==> src/rtl/avst_video_ctrl_packet_decoder_if.sv <==
`default_nettype none
// ============================================================================
// Module      : avst_video_ctrl_packet_decoder_if
// Description : Avalon-ST Video streaming interface. It carries 24-bit data
//               as three parallel 8-bit symbols, with symbol 0 in bits [7:0].
//               The master modport drives data, packet delimiters and valid,
//               and receives ready. The slave modport is the mirror image.
// Signals     : data[23:0], startofpacket, endofpacket, valid, ready
// Revision    : 1.0 - initial release
// ============================================================================
interface avst_video_ctrl_packet_decoder_if;
  logic [23:0] data;
  logic        startofpacket;
  logic        endofpacket;
  logic        valid;
  logic        ready;

  modport master (
    output data,
    output startofpacket,
    output endofpacket,
    output valid,
    input  ready
  );

  modport slave (
    input  data,
    input  startofpacket,
    input  endofpacket,
    input  valid,
    output ready
  );
endinterface
`default_nettype wire

==> src/rtl/avst_video_ctrl_packet_decoder.sv <==
`default_nettype none
// ============================================================================
// Module      : avst_video_ctrl_packet_decoder
// Description : In-line monitor for an Avalon-ST Video stream. The stream
//               passes through combinationally and is not modified.
//               Control packets (type 0xF) are decoded into frame width,
//               frame height and the interlace nibble. Video packets
//               (type 0x0) are counted and reported as done or failed.
//               All status pulses are registered. They assert in the cycle
//               after the beat that causes them.
// Build macro : AVST_FRAME_CHECK_EN
//               - Defined: every video packet is checked against the
//                 committed width*height pixel count.
//               - Undefined: the pixel counter and the multiplier are left
//                 out. frame_done pulses on every video-packet end, and also
//                 when a video packet is aborted. frame_err is tied to 0.
// Ports       : clk, reset        - clock, asynchronous active-high reset
//               din  (slave)      - sink stream
//               dout (master)     - source stream (copy of din)
//               frame_width/height/interlace - committed geometry
//               ctrl_update/ctrl_err         - control packet status pulses
//               frame_done/frame_err         - video packet status pulses
//               frame_count                  - completed video packets
// Revision    : 1.0 - initial release
// ============================================================================
module avst_video_ctrl_packet_decoder #(
  parameter int unsigned DEFAULT_WIDTH  = 640,
  parameter int unsigned DEFAULT_HEIGHT = 480
) (
  input  logic                                    clk,
  input  logic                                    reset,
  avst_video_ctrl_packet_decoder_if.slave         din,
  avst_video_ctrl_packet_decoder_if.master        dout,
  output logic [15:0]                             frame_width,
  output logic [15:0]                             frame_height,
  output logic [3:0]                              frame_interlace,
  output logic                                    ctrl_update,
  output logic                                    ctrl_err,
  output logic                                    frame_done,
  output logic                                    frame_err,
  output logic [15:0]                             frame_count
);

  // --------------------------------------------------------------------------
  // Constants
  // --------------------------------------------------------------------------
  localparam logic [1:0]  S_IDLE    = 2'd0;
  localparam logic [1:0]  S_CTRL    = 2'd1;
  localparam logic [1:0]  S_VIDEO   = 2'd2;
  localparam logic [1:0]  S_SKIP    = 2'd3;

  localparam logic [3:0]  HDR_CTRL  = 4'hF;
  localparam logic [3:0]  HDR_VIDEO = 4'h0;

  localparam logic [15:0] RST_WIDTH  = 16'(DEFAULT_WIDTH);
  localparam logic [15:0] RST_HEIGHT = 16'(DEFAULT_HEIGHT);
`ifdef AVST_FRAME_CHECK_EN
  localparam logic [31:0] RST_PIXELS = 32'(DEFAULT_WIDTH * DEFAULT_HEIGHT);
`endif

  // --------------------------------------------------------------------------
  // Pass-through: the decoder only observes the stream
  // --------------------------------------------------------------------------
  assign dout.data          = din.data;
  assign dout.startofpacket = din.startofpacket;
  assign dout.endofpacket   = din.endofpacket;
  assign dout.valid         = din.valid;
  assign din.ready          = dout.ready;

  logic       beat;
  logic       sop;
  logic       eop;
  logic [3:0] sym0;
  logic [3:0] sym1;
  logic [3:0] sym2;

  assign beat = din.valid & dout.ready;
  assign sop  = din.startofpacket;
  assign eop  = din.endofpacket;
  // Only the low nibble of each symbol carries control-packet payload.
  assign sym0 = din.data[3:0];
  assign sym1 = din.data[11:8];
  assign sym2 = din.data[19:16];

  // --------------------------------------------------------------------------
  // State
  // --------------------------------------------------------------------------
  logic [1:0]  state_q,      state_d;
  logic [1:0]  pay_cnt_q,    pay_cnt_d;     // control payload beats seen, saturates at 3
  logic [15:0] w_acc_q,      w_acc_d;       // width being assembled
  logic [15:0] h_acc_q,      h_acc_d;       // height being assembled
  logic [3:0]  il_acc_q,     il_acc_d;      // interlace being assembled
  logic [15:0] width_q,      width_d;
  logic [15:0] height_q,     height_d;
  logic [3:0]  il_q,         il_d;
  logic [15:0] count_q,      count_d;
  logic        ctrl_update_q, ctrl_update_d;
  logic        ctrl_err_q,    ctrl_err_d;
  logic        frame_done_q,  frame_done_d;
  // One beat can end two video packets: an abort followed by a header-only
  // packet. Each of them counts.
  logic [1:0]  evts;
`ifdef AVST_FRAME_CHECK_EN
  logic        frame_err_q,   frame_err_d;
  logic [31:0] pix_cnt_q,     pix_cnt_d;
  logic [31:0] pixels_q,      pixels_d;     // committed width*height
  logic [31:0] pix_nx;
`endif

  // --------------------------------------------------------------------------
  // Next-state logic
  // --------------------------------------------------------------------------
  always_comb begin
    state_d       = state_q;
    pay_cnt_d     = pay_cnt_q;
    w_acc_d       = w_acc_q;
    h_acc_d       = h_acc_q;
    il_acc_d      = il_acc_q;
    width_d       = width_q;
    height_d      = height_q;
    il_d          = il_q;
    ctrl_update_d = 1'b0;
    ctrl_err_d    = 1'b0;
    frame_done_d  = 1'b0;
    evts          = 2'd0;
`ifdef AVST_FRAME_CHECK_EN
    frame_err_d   = 1'b0;
    pix_cnt_d     = pix_cnt_q;
    pixels_d      = pixels_q;
    pix_nx        = (pix_cnt_q == 32'hFFFF_FFFF) ? pix_cnt_q : pix_cnt_q + 32'd1;
`endif

    if (beat) begin
      if (sop) begin
        // A new SOP terminates any packet still open.
        if (state_q == S_CTRL) begin
          ctrl_err_d = 1'b1;
        end
        if (state_q == S_VIDEO) begin
`ifdef AVST_FRAME_CHECK_EN
          frame_err_d  = 1'b1;
`else
          frame_done_d = 1'b1;
`endif
          evts = evts + 2'd1;
        end

        case (sop ? sym0 : 4'h0)
          HDR_CTRL: begin
            pay_cnt_d = 2'd0;
            if (eop) begin
              // Header-only control packet carries no geometry.
              ctrl_err_d = 1'b1;
              state_d    = S_IDLE;
            end else begin
              state_d    = S_CTRL;
            end
          end
          HDR_VIDEO: begin
`ifdef AVST_FRAME_CHECK_EN
            pix_cnt_d = 32'd0;
`endif
            if (eop) begin
              // Header-only video packet: zero pixels never match a
              // committed non-zero geometry.
`ifdef AVST_FRAME_CHECK_EN
              frame_err_d  = 1'b1;
`else
              frame_done_d = 1'b1;
`endif
              evts    = evts + 2'd1;
              state_d = S_IDLE;
            end else begin
              state_d = S_VIDEO;
            end
          end
          default: begin
            state_d = eop ? S_IDLE : S_SKIP;
          end
        endcase
      end else begin
        case (state_q)
          S_CTRL: begin
            case (pay_cnt_q)
              2'd0: begin
                w_acc_d = {sym0, sym1, sym2, w_acc_q[3:0]};
              end
              2'd1: begin
                w_acc_d = {w_acc_q[15:4], sym0};
                h_acc_d = {sym1, sym2, h_acc_q[7:0]};
              end
              2'd2: begin
                h_acc_d  = {h_acc_q[15:8], sym0, sym1};
                il_acc_d = sym2;
              end
              default: begin
                // Payload beats after the third carry nothing.
              end
            endcase
            if (pay_cnt_q != 2'd3) begin
              pay_cnt_d = pay_cnt_q + 2'd1;
            end
            if (eop) begin
              state_d = S_IDLE;
              // Judge on the next-state values so that an EOP on payload
              // beat 3 commits that beat's nibbles.
              if ((pay_cnt_d == 2'd3) && (w_acc_d != 16'd0) && (h_acc_d != 16'd0)) begin
                width_d       = w_acc_d;
                height_d      = h_acc_d;
                il_d          = il_acc_d;
                ctrl_update_d = 1'b1;
`ifdef AVST_FRAME_CHECK_EN
                pixels_d      = 32'(w_acc_d) * 32'(h_acc_d);
`endif
              end else begin
                ctrl_err_d    = 1'b1;
              end
            end
          end
          S_VIDEO: begin
`ifdef AVST_FRAME_CHECK_EN
            pix_cnt_d = pix_nx;
`endif
            if (eop) begin
`ifdef AVST_FRAME_CHECK_EN
              if (pix_nx == pixels_q) begin
                frame_done_d = 1'b1;
              end else begin
                frame_err_d  = 1'b1;
              end
`else
              frame_done_d = 1'b1;
`endif
              evts    = evts + 2'd1;
              state_d = S_IDLE;
            end
          end
          S_SKIP: begin
            if (eop) begin
              state_d = S_IDLE;
            end
          end
          default: begin
            // Beats outside a packet are ignored until the next SOP.
          end
        endcase
      end
    end

    count_d = count_q + {14'd0, evts};
  end

  // --------------------------------------------------------------------------
  // Registers
  // --------------------------------------------------------------------------
  always_ff @(posedge clk or posedge reset) begin
    if (reset) begin
      state_q       <= S_IDLE;
      pay_cnt_q     <= 2'd0;
      w_acc_q       <= 16'd0;
      h_acc_q       <= 16'd0;
      il_acc_q      <= 4'd0;
      width_q       <= RST_WIDTH;
      height_q      <= RST_HEIGHT;
      il_q          <= 4'd0;
      count_q       <= 16'd0;
      ctrl_update_q <= 1'b0;
      ctrl_err_q    <= 1'b0;
      frame_done_q  <= 1'b0;
    end else begin
      state_q       <= state_d;
      pay_cnt_q     <= pay_cnt_d;
      w_acc_q       <= w_acc_d;
      h_acc_q       <= h_acc_d;
      il_acc_q      <= il_acc_d;
      width_q       <= width_d;
      height_q      <= height_d;
      il_q          <= il_d;
      count_q       <= count_d;
      ctrl_update_q <= ctrl_update_d;
      ctrl_err_q    <= ctrl_err_d;
      frame_done_q  <= frame_done_d;
    end
  end

`ifdef AVST_FRAME_CHECK_EN
  always_ff @(posedge clk or posedge reset) begin
    if (reset) begin
      frame_err_q <= 1'b0;
      pix_cnt_q   <= 32'd0;
      pixels_q    <= RST_PIXELS;
    end else begin
      frame_err_q <= frame_err_d;
      pix_cnt_q   <= pix_cnt_d;
      pixels_q    <= pixels_d;
    end
  end

  assign frame_err = frame_err_q;
`else
  assign frame_err = 1'b0;
`endif

  // --------------------------------------------------------------------------
  // Outputs
  // --------------------------------------------------------------------------
  assign frame_width     = width_q;
  assign frame_height    = height_q;
  assign frame_interlace = il_q;
  assign frame_count     = count_q;
  assign ctrl_update     = ctrl_update_q;
  assign ctrl_err        = ctrl_err_q;
  assign frame_done      = frame_done_q;

endmodule
`default_nettype wire

==> src/flat_wrapper.sv <==
// flat-port wrapper written by rule: the top's interface ports become plain ports
module avst_video_ctrl_packet_decoder_flat 
#(
  parameter int unsigned DEFAULT_WIDTH  = 640,
  parameter int unsigned DEFAULT_HEIGHT = 480
)
  (clk, reset, frame_width, frame_height, frame_interlace, ctrl_update, ctrl_err, frame_done, frame_err, frame_count, din_data, din_startofpacket, din_endofpacket, din_valid, din_ready, dout_data, dout_startofpacket, dout_endofpacket, dout_valid, dout_ready);
  avst_video_ctrl_packet_decoder_if din_i ();
  avst_video_ctrl_packet_decoder_if dout_i ();
  input  logic clk;
  input  logic reset;
  output logic [15:0] frame_width;
  output logic [15:0] frame_height;
  output logic [3:0] frame_interlace;
  output logic ctrl_update;
  output logic ctrl_err;
  output logic frame_done;
  output logic frame_err;
  output logic [15:0] frame_count;
  input wire logic [$bits(din_i.data)-1:0] din_data;
  input wire logic [$bits(din_i.startofpacket)-1:0] din_startofpacket;
  input wire logic [$bits(din_i.endofpacket)-1:0] din_endofpacket;
  input wire logic [$bits(din_i.valid)-1:0] din_valid;
  output wire logic [$bits(din_i.ready)-1:0] din_ready;
  output wire logic [$bits(dout_i.data)-1:0] dout_data;
  output wire logic [$bits(dout_i.startofpacket)-1:0] dout_startofpacket;
  output wire logic [$bits(dout_i.endofpacket)-1:0] dout_endofpacket;
  output wire logic [$bits(dout_i.valid)-1:0] dout_valid;
  input wire logic [$bits(dout_i.ready)-1:0] dout_ready;
  assign din_i.data = din_data;
  assign din_i.startofpacket = din_startofpacket;
  assign din_i.endofpacket = din_endofpacket;
  assign din_i.valid = din_valid;
  assign din_ready = din_i.ready;
  assign dout_data = dout_i.data;
  assign dout_startofpacket = dout_i.startofpacket;
  assign dout_endofpacket = dout_i.endofpacket;
  assign dout_valid = dout_i.valid;
  assign dout_i.ready = dout_ready;
  avst_video_ctrl_packet_decoder #(.DEFAULT_WIDTH(DEFAULT_WIDTH), .DEFAULT_HEIGHT(DEFAULT_HEIGHT)) u_core (.clk(clk), .reset(reset), .din(din_i), .dout(dout_i), .frame_width(frame_width), .frame_height(frame_height), .frame_interlace(frame_interlace), .ctrl_update(ctrl_update), .ctrl_err(ctrl_err), .frame_done(frame_done), .frame_err(frame_err), .frame_count(frame_count));
endmodule
==> config.mk <==
export PLATFORM = sky130hd
export DESIGN_NAME = avst_video_ctrl_packet_decoder_flat
export DESIGN_NICKNAME = d
export VERILOG_FILES = /design/src/rtl/avst_video_ctrl_packet_decoder_if.sv /design/src/rtl/avst_video_ctrl_packet_decoder.sv /design/src/flat_wrapper.sv
export SDC_FILE = /design/constraint.sdc
export NUM_CORES = 1
export LEC_CHECK = 0
export CAP_MARGIN = 20
export CORE_MARGIN = 4
export CORE_UTILIZATION = 43
export DETAILED_ROUTE_END_ITERATION = 8
export GPL_TIMING_DRIVEN = 0
export PLACE_DENSITY = 0.73
export SLEW_MARGIN = 20
export SYNTH_ARGS = -nofsm -noshare
export SYNTH_HDL_FRONTEND = slang
export SYNTH_SLANG_ARGS = --single-unit
==> constraint.sdc <==
create_clock -name clk -period 3.7 [get_ports clk]
set_input_delay 0.555 -clock clk [delete_from_list [all_inputs] [get_ports clk]]
set_output_delay 0.555 -clock clk [all_outputs]
set_load 0.02 [all_outputs]
## Word level (Yosys, flattened, before mapping)

Index checks and enable logic that the tools add are counted.

- Input port bits: 30
- Bits in registers: 95

- Reduce and logical (&&, ||, !) cells: 14
- Bitwise logic cells: 2
- $add $sub $neg: 3
- Muxes and demuxes: 53
- Eq/ne operators: 9

Operators by type and width:

| cell | count |
|---|---|
| two-way mux 16 bit | 6 |
| case mux 16 bit (2 select lines) | 2 |
| two-way mux 2 bit | 19 |
| nonzero test 16 bit | 2 |
| two-way mux 1 bit | 23 |
| adder 16 x 2 -> 16 bit | 1 |
| AND reduction 3 bit | 3 |
| equality test 2 bit, second input constant | 4 |
| two-way mux 4 bit | 2 |
| nonzero test 2 bit | 3 |
| AND reduction 5 bit | 1 |
| adder 2 x 1 -> 2 bit, second input constant | 2 |
| equality test 2 x 1 -> 1 bit, second input constant | 2 |
| equality test 4 bit, second input constant | 1 |
| zero test 4 bit | 1 |
| case mux 2 bit (2 select lines) | 1 |
| OR reduction 3 bit | 1 |
| logical AND 1 bit | 2 |
| zero test 2 bit | 1 |
| inequality test 2 x 1 -> 1 bit, second input constant | 1 |
| inequality test 2 bit, second input constant | 1 |
| AND 1 bit | 1 |
| NOT 1 bit | 1 |

## Longest topological paths before layout

- Word-level depth: 13
- Mapped depth: 11
- Mapped depth without buffers: 11

## Worst setup path before layout

OpenSTA, ideal clock, no wires.

- Path type: register to register
- Start: register u_core.pay_cnt_q[0]
- End: register u_core.width_q[8], in the netlist u_core.frame_width[8]
- Setup time: 0.128 ns
- Path slack: 0.861 ns
- Buffers on the path: 2
- Cell stages (with the launch flop): 11
- Data arrival time: 2.711 ns
- Period minus slack after synthesis: 2.839 ns
- Required time: 3.572 ns
- Path through: dfrtp_1 > inv_1 > ha_1 > and2_1 > clkbuf_2 > a22o_1 > nor4_1 > nand4b_1 > o2111ai_4 > buf_6 > mux2_1

- Cells in the longest elaborated chain, start to end: 9
- Elaborated cells between the ends (all ways): 23
- Classes of those cells: add/sub: 1; eq/ne: 4; mux: 12; reduce/logical: 6

Ends and longest elaborated chain:

| what | RTL line | source |
|---|---|---|
| start: declaration | avst_video_ctrl_packet_decoder.sv:89 | `logic [1:0] pay_cnt_q, pay_cnt_d;` |
| start signal: assignment | avst_video_ctrl_packet_decoder.sv:272 | `pay_cnt_q <= pay_cnt_d;` |
| equality test 2 x 1 -> 1 bit (tied with other cells) | avst_video_ctrl_packet_decoder.sv:184 | `case (pay_cnt_q)` |
| case mux 16 bit (2 select lines) / two-way mux 2 bit (equally long branches) | avst_video_ctrl_packet_decoder.sv:184, avst_video_ctrl_packet_decoder.sv:200 |  |
| two-way mux 16 bit / two-way mux 2 bit (equally long branches) | avst_video_ctrl_packet_decoder.sv:182 | `case (state_q)` |
| two-way mux 16 bit / two-way mux 2 bit (equally long branches) | avst_video_ctrl_packet_decoder.sv:134 | `if (sop) begin` |
| two-way mux 16 bit / two-way mux 2 bit (equally long branches) | avst_video_ctrl_packet_decoder.sv:133 | `if (beat) begin` |
| nonzero test 16 bit / equality test 2 bit (equally long branches) | avst_video_ctrl_packet_decoder.sv:207 | `if ((pay_cnt_d == 2'd3) && (w_acc_d != 16'd0) && (h_acc_d != 16'd0)) begin` |
| logical AND 1 bit (2 in series) | avst_video_ctrl_packet_decoder.sv:207 |  |
| AND reduction 5 bit (no line) | -- |  |
| end signal: assignment | avst_video_ctrl_packet_decoder.sv:276 | `width_q <= width_d;` |
| end: declaration | avst_video_ctrl_packet_decoder.sv:93 | `logic [15:0] width_q, width_d;` |

Parallel ways exist; a longest one is shown, timed or not. The select of a mux whose other input is x is not followed.
A chain may end at the register's enable or synchronous reset.

## Worst setup path in the final report

- Start: register u_core.pay_cnt_q[0]
- End: register u_core.width_q[10], in the netlist u_core.frame_width[10]

Same word-level chain as after synthesis.

==> qor.txt <==
LAYOUT
----------------------------------------------------------------------------------------------------
Fraction of layout instances using a drive strength above 1 ...........................        13.6%
Post-synthesis to final-layout area growth ............................................        29.9%
Number of inserted filler cells in the final layout ...................................          949
Number of diodes ......................................................................            0
Layout Nets ...........................................................................          608

YOSYS
----------------------------------------------------------------------------------------------------
Post-synthesis sequential area ratio ..................................................        50.3%
Number of synthesized flops with an enable pin ........................................            0
Synthesized instance count ............................................................          458
Netlist area before placement .........................................................  0.00474 mm²
Post-synthesis net count ..............................................................          498
Most common flop cell mapped by yosys ................................................. sky130_fd_sc_hd__dfrtp_1
Share of synthesized registers carrying an async set or reset .........................         100%
Area leader, netlist .................................................................. sky130_fd_sc_hd__dfrtp_1
Top cell type's share of synthesized area .............................................        46.9%
Number of distinct library cells after synthesis ......................................           44
Cell types occupying the most area after synthesis .................................... sky130_fd_sc_hd__dfrtp_1, sky130_fd_sc_hd__nand2_1, sky130_fd_sc_hd__mux2_1, sky130_fd_sc_hd__buf_4, sky130_fd_sc_hd__a22o_1
Count of warnings emitted by yosys ....................................................            0
Flip-flop and latch count after synthesis .............................................           95
Avg Synthesized Cell Area .............................................................     10.4 µm²

PLACE
----------------------------------------------------------------------------------------------------
DP Worst Slack ........................................................................    0.0714 ns
Hpwl dp ...............................................................................      8.37 mm
Last weighted congestion value of the routability-driven placer .......................        0.853
Port Buf Inserts ......................................................................           98

POWER
----------------------------------------------------------------------------------------------------
Areal power density over the cells ....................................................   486 mW/mm²
Peak supply drop ......................................................................   0.000248 V
Final total power .....................................................................      3000 µW
Total leakage power ...................................................................   0.00297 µW

WORST HOLD PATH
----------------------------------------------------------------------------------------------------
Hold/Removal Path Class ............................................................... register to register
Start point of the worst hold path .................................................... u_core.frame_count[15]$_DFF_PP0_
Worst Hold Endpoint ................................................................... u_core.frame_count[15]$_DFF_PP0_
Hold Path Cell Cnt ....................................................................            1

CRITICAL PATH
----------------------------------------------------------------------------------------------------
Cells along the critical path ......................................................... inv_1, ha_1, and2_1, clkbuf_2, a22o_1, nor4_1, nand4b_1, o2111ai_4, buf_6, mux2_1
Critical Path Sink Type ...............................................................     register
Launch instance of the worst register-to-register path ................................ u_core.pay_cnt_q[0]$_DFFE_PP0P_
Kind of critical path ................................................................. register to register
Worst R2R End ......................................................................... u_core.frame_width[10]$_DFFE_PP0P_
Cell with the biggest individual delay on the critical path ........................... sky130_fd_sc_hd__o2111ai_4
Setup crit start kind .................................................................     register
Data required time of the worst path ..................................................      3.95 ns
Reg2reg setup slack ...................................................................      0.38 ns
Worst stage delay on the critical path ................................................      0.45 ns
Number of cells traversed by the worst register-to-register path ......................           10
CP max FO .............................................................................           10
Data arrival time of the critical path ................................................      3.57 ns

DETAILED ROUTING
----------------------------------------------------------------------------------------------------
Antenna-violating nets left ...........................................................            0
First drt pass iteration count ........................................................            4
WL final ..............................................................................      11.6 mm
Via-to-Cell Ratio .....................................................................         5.24
DR vias ...............................................................................         3734
Detailed-route DRC error count ........................................................            0
Average wire per cell in the routed design ............................................      16.3 µm
Count of routing violations after the opening detailed-route iteration ................          252

TIMING
----------------------------------------------------------------------------------------------------
Measured slew at the worst slew-check pin .............................................     0.702 ns
Final hold viol count .................................................................            0
Worst relative slew slack .............................................................        53.0%
Count of final setup violators ........................................................            0
Final Skew ............................................................................    0.0114 ns
Tmin final ............................................................................      3.32 ns
Final critical-path share of the clock period .........................................        89.7%
Pins Over Slew Limit ..................................................................            0
Max frequency .........................................................................      301 MHz
Setup repair after global routing missed its margin ...................................           no
Min setup slack post-route ............................................................     0.380 ns

CLOCK TREE
----------------------------------------------------------------------------------------------------
Number of buffers created by CTS ......................................................            9
Number of gates given a new drive strength after cts ..................................            0
Number of buffers on the longest clock path ...........................................            2
Number of sinks on the clock net ......................................................           95
CTS Hold Buffers Added ................................................................            0
Root Buffer ........................................................................... sky130_fd_sc_hd__clkbuf_8
Clock tree from TritonCTS .............................................................        built
H-tree depth reported by CTS ..........................................................            3
Clock-pin slew reported for the worst setup and hold paths after clock tree synthesis .      0.10 ns
Later-pin clock latency in the skew report ............................................      0.37 ns
Number of setup buffers added after CTS ...............................................            0

GLOBAL ROUTE
----------------------------------------------------------------------------------------------------
Global-route wire length before repair ................................................      18.9 mm
Leftover overflow at the end of global routing ........................................            0
Number of antenna violations at the first check in global routing .....................            0
Via count of the first global-routing pass ............................................         3778
Maximum number of pins on one net before global-route repair ..........................           64
Global Route Usage Sum ................................................................        18.5%

FLOORPLANNING
----------------------------------------------------------------------------------------------------
Chip width ............................................................................       113 µm
Core box area .........................................................................   0.0108 mm²
I/O pins ..............................................................................          114
Count of standard-cell rows ...........................................................           38
Starting Density ......................................................................        43.8%
Full die area .........................................................................   0.0128 mm²
Die extent in y .......................................................................       113 µm

RUN
----------------------------------------------------------------------------------------------------
Max-cap viol count ....................................................................            0

RUN STATUS
----------------------------------------------------------------------------------------------------
Result of the run .....................................................................    completed

-- routing by layer --
layer / routed length (µm) / GRT usage [%] / vias to the layer above
met5: 0 / 0 / -
met4: 183 / 5.13 / 0
met3: 837 / 5.13 / 15
met2: 5580 / 29.2 / 126
met1: 5030 / 25.1 / 1830
li1: - / - / 1763
-- Yosys cell counts, types with 2 or more instances --
cell type / instances
sky130_fd_sc_hd__a211oi_1: 2
sky130_fd_sc_hd__a21oi_1: 9
sky130_fd_sc_hd__a22o_1: 23
sky130_fd_sc_hd__a22oi_1: 10
sky130_fd_sc_hd__and2_1: 3
sky130_fd_sc_hd__buf_2: 2
sky130_fd_sc_hd__buf_4: 29
sky130_fd_sc_hd__buf_6: 4
sky130_fd_sc_hd__clkbuf_1: 15
sky130_fd_sc_hd__dfrtp_1: 89
sky130_fd_sc_hd__dfstp_2: 6
sky130_fd_sc_hd__ha_1: 9
sky130_fd_sc_hd__inv_1: 16
sky130_fd_sc_hd__mux2_1: 21
sky130_fd_sc_hd__mux2_2: 14
sky130_fd_sc_hd__mux2i_1: 9
sky130_fd_sc_hd__nand2_1: 95
sky130_fd_sc_hd__nand2b_1: 6
sky130_fd_sc_hd__nand3_1: 4
sky130_fd_sc_hd__nand4_1: 5
sky130_fd_sc_hd__nor2_1: 18
sky130_fd_sc_hd__nor2b_1: 2
sky130_fd_sc_hd__nor4_1: 10
sky130_fd_sc_hd__o21a_1: 2
sky130_fd_sc_hd__o21ai_0: 18
sky130_fd_sc_hd__o31ai_1: 5
sky130_fd_sc_hd__o32ai_1: 2
sky130_fd_sc_hd__or3_1: 2
sky130_fd_sc_hd__xnor2_1: 10
sky130_fd_sc_hd__xor2_1: 4
-- kinds of logic after synthesis --
family	count (synthesis)	share of synthesized area [%]
AOI/OAI and AO/OA	77	12.0
buffers and inverters	67	8.31
adders and majority gates	10	2.80
and+or+nand+nor	150	13.8
xor gates and xnor gates	14	2.58
other	1	0.0790
muxes	44	10.2
DFF	95	50.3
-- final cells by class --
cell class / instances / area, µm² / area share [%]
buffer: 51 / 334 / 5.42
inverter: 16 / 65.1 / 1.06
clock inverter: 6 / 95.1 / 1.54
timing repair buffer: 99 / 1010 / 16.4
tap: 140 / 175 / 2.84
sequential: 95 / 2380 / 38.7
clock buffer: 10 / 128 / 2.07
multi-input combinational: 296 / 1970 / 32.0
-- worst max-delay path, delay by kind of cell (launching register included) --
kind,cells,cell delay (ns)
AOI/OAI and AO/OA,2,0.74
adders and majority gates,1,0.40
buffers and inverters,3,0.51
DFF,1,0.42
muxes,1,0.34
and+or+nand+nor,3,0.80
-- per-stage QoR --
step	area (µm²)	cells	hold WS [ns]	util (%)	setup TNS (ns)
after floorplan	4740	458	0.447	-	0
after global placement	5900	696	0.459	54.4	-65.49
after detailed placement	5930	697	0.460	54.7	0
after CTS	6160	713	0.480	56.8	0
after global routing	6160	713	0.497	56.8	0
final	6160	713	0.475	56.8	0
-- state kept, by name, summed over array words and instances (netlist names), 2 cells and up --
| signal | flops |
|---|---|
| u_core.frame_count | 16 |
| u_core.frame_height | 16 |
| u_core.frame_width | 16 |
| u_core.h_acc_q | 16 |
| u_core.w_acc_q | 16 |
| u_core.frame_interlace | 4 |
| u_core.il_acc_q | 4 |
| u_core.pay_cnt_q | 2 |
| u_core.state_q | 2 |
-- how the worst max path moves through the flow --
| stage | startpoint | end | slack [ns] | depth (start not counted) |
|---|---|---|---|---|
| global route | din_data[0] | u_core.frame_count[14]$_DFF_PP0_ | 0.09 | 11 |
| global placement | reset | u_core.frame_width[0]$_DFFE_PP0P_ | -0.74 | 2 |
| detailed placement | din_data[0] | u_core.frame_count[14]$_DFF_PP0_ | 0.07 | 11 |
| finish | u_core.pay_cnt_q[0]$_DFFE_PP0P_ | u_core.frame_width[10]$_DFFE_PP0P_ | 0.38 | 10 |
| CTS | u_core.pay_cnt_q[0]$_DFFE_PP0P_ | u_core.frame_width[10]$_DFFE_PP0P_ | 0.39 | 10 |
| floorplan | reset | u_core.ctrl_err$_DFF_PP0_ | 0.68 | 1 |
-- layout by cell type (no fill, tap or decap), types with 14 or more instances in the layout --
cell type                         count
sky130_fd_sc_hd__mux2_2              14
sky130_fd_sc_hd__a22o_1              23
sky130_fd_sc_hd__o21ai_0             18
sky130_fd_sc_hd__mux2_1              21
sky130_fd_sc_hd__inv_1               15
sky130_fd_sc_hd__dfrtp_1             89
sky130_fd_sc_hd__clkbuf_1            16
sky130_fd_sc_hd__nand2_1             95
sky130_fd_sc_hd__nor2_1              18
sky130_fd_sc_hd__clkdlybuf4s50_1     98
sky130_fd_sc_hd__buf_4               29
-- power by group --
part           total [µW]  switching [µW]  leakage, µW  internal (µW)
logic                 946             550      0.00162            396
clock network         773             387     0.000111            386
registers            1280             109      0.00124           1170
total                3000            1050      0.00297           1950
Power figures use the tool's default switching activity.
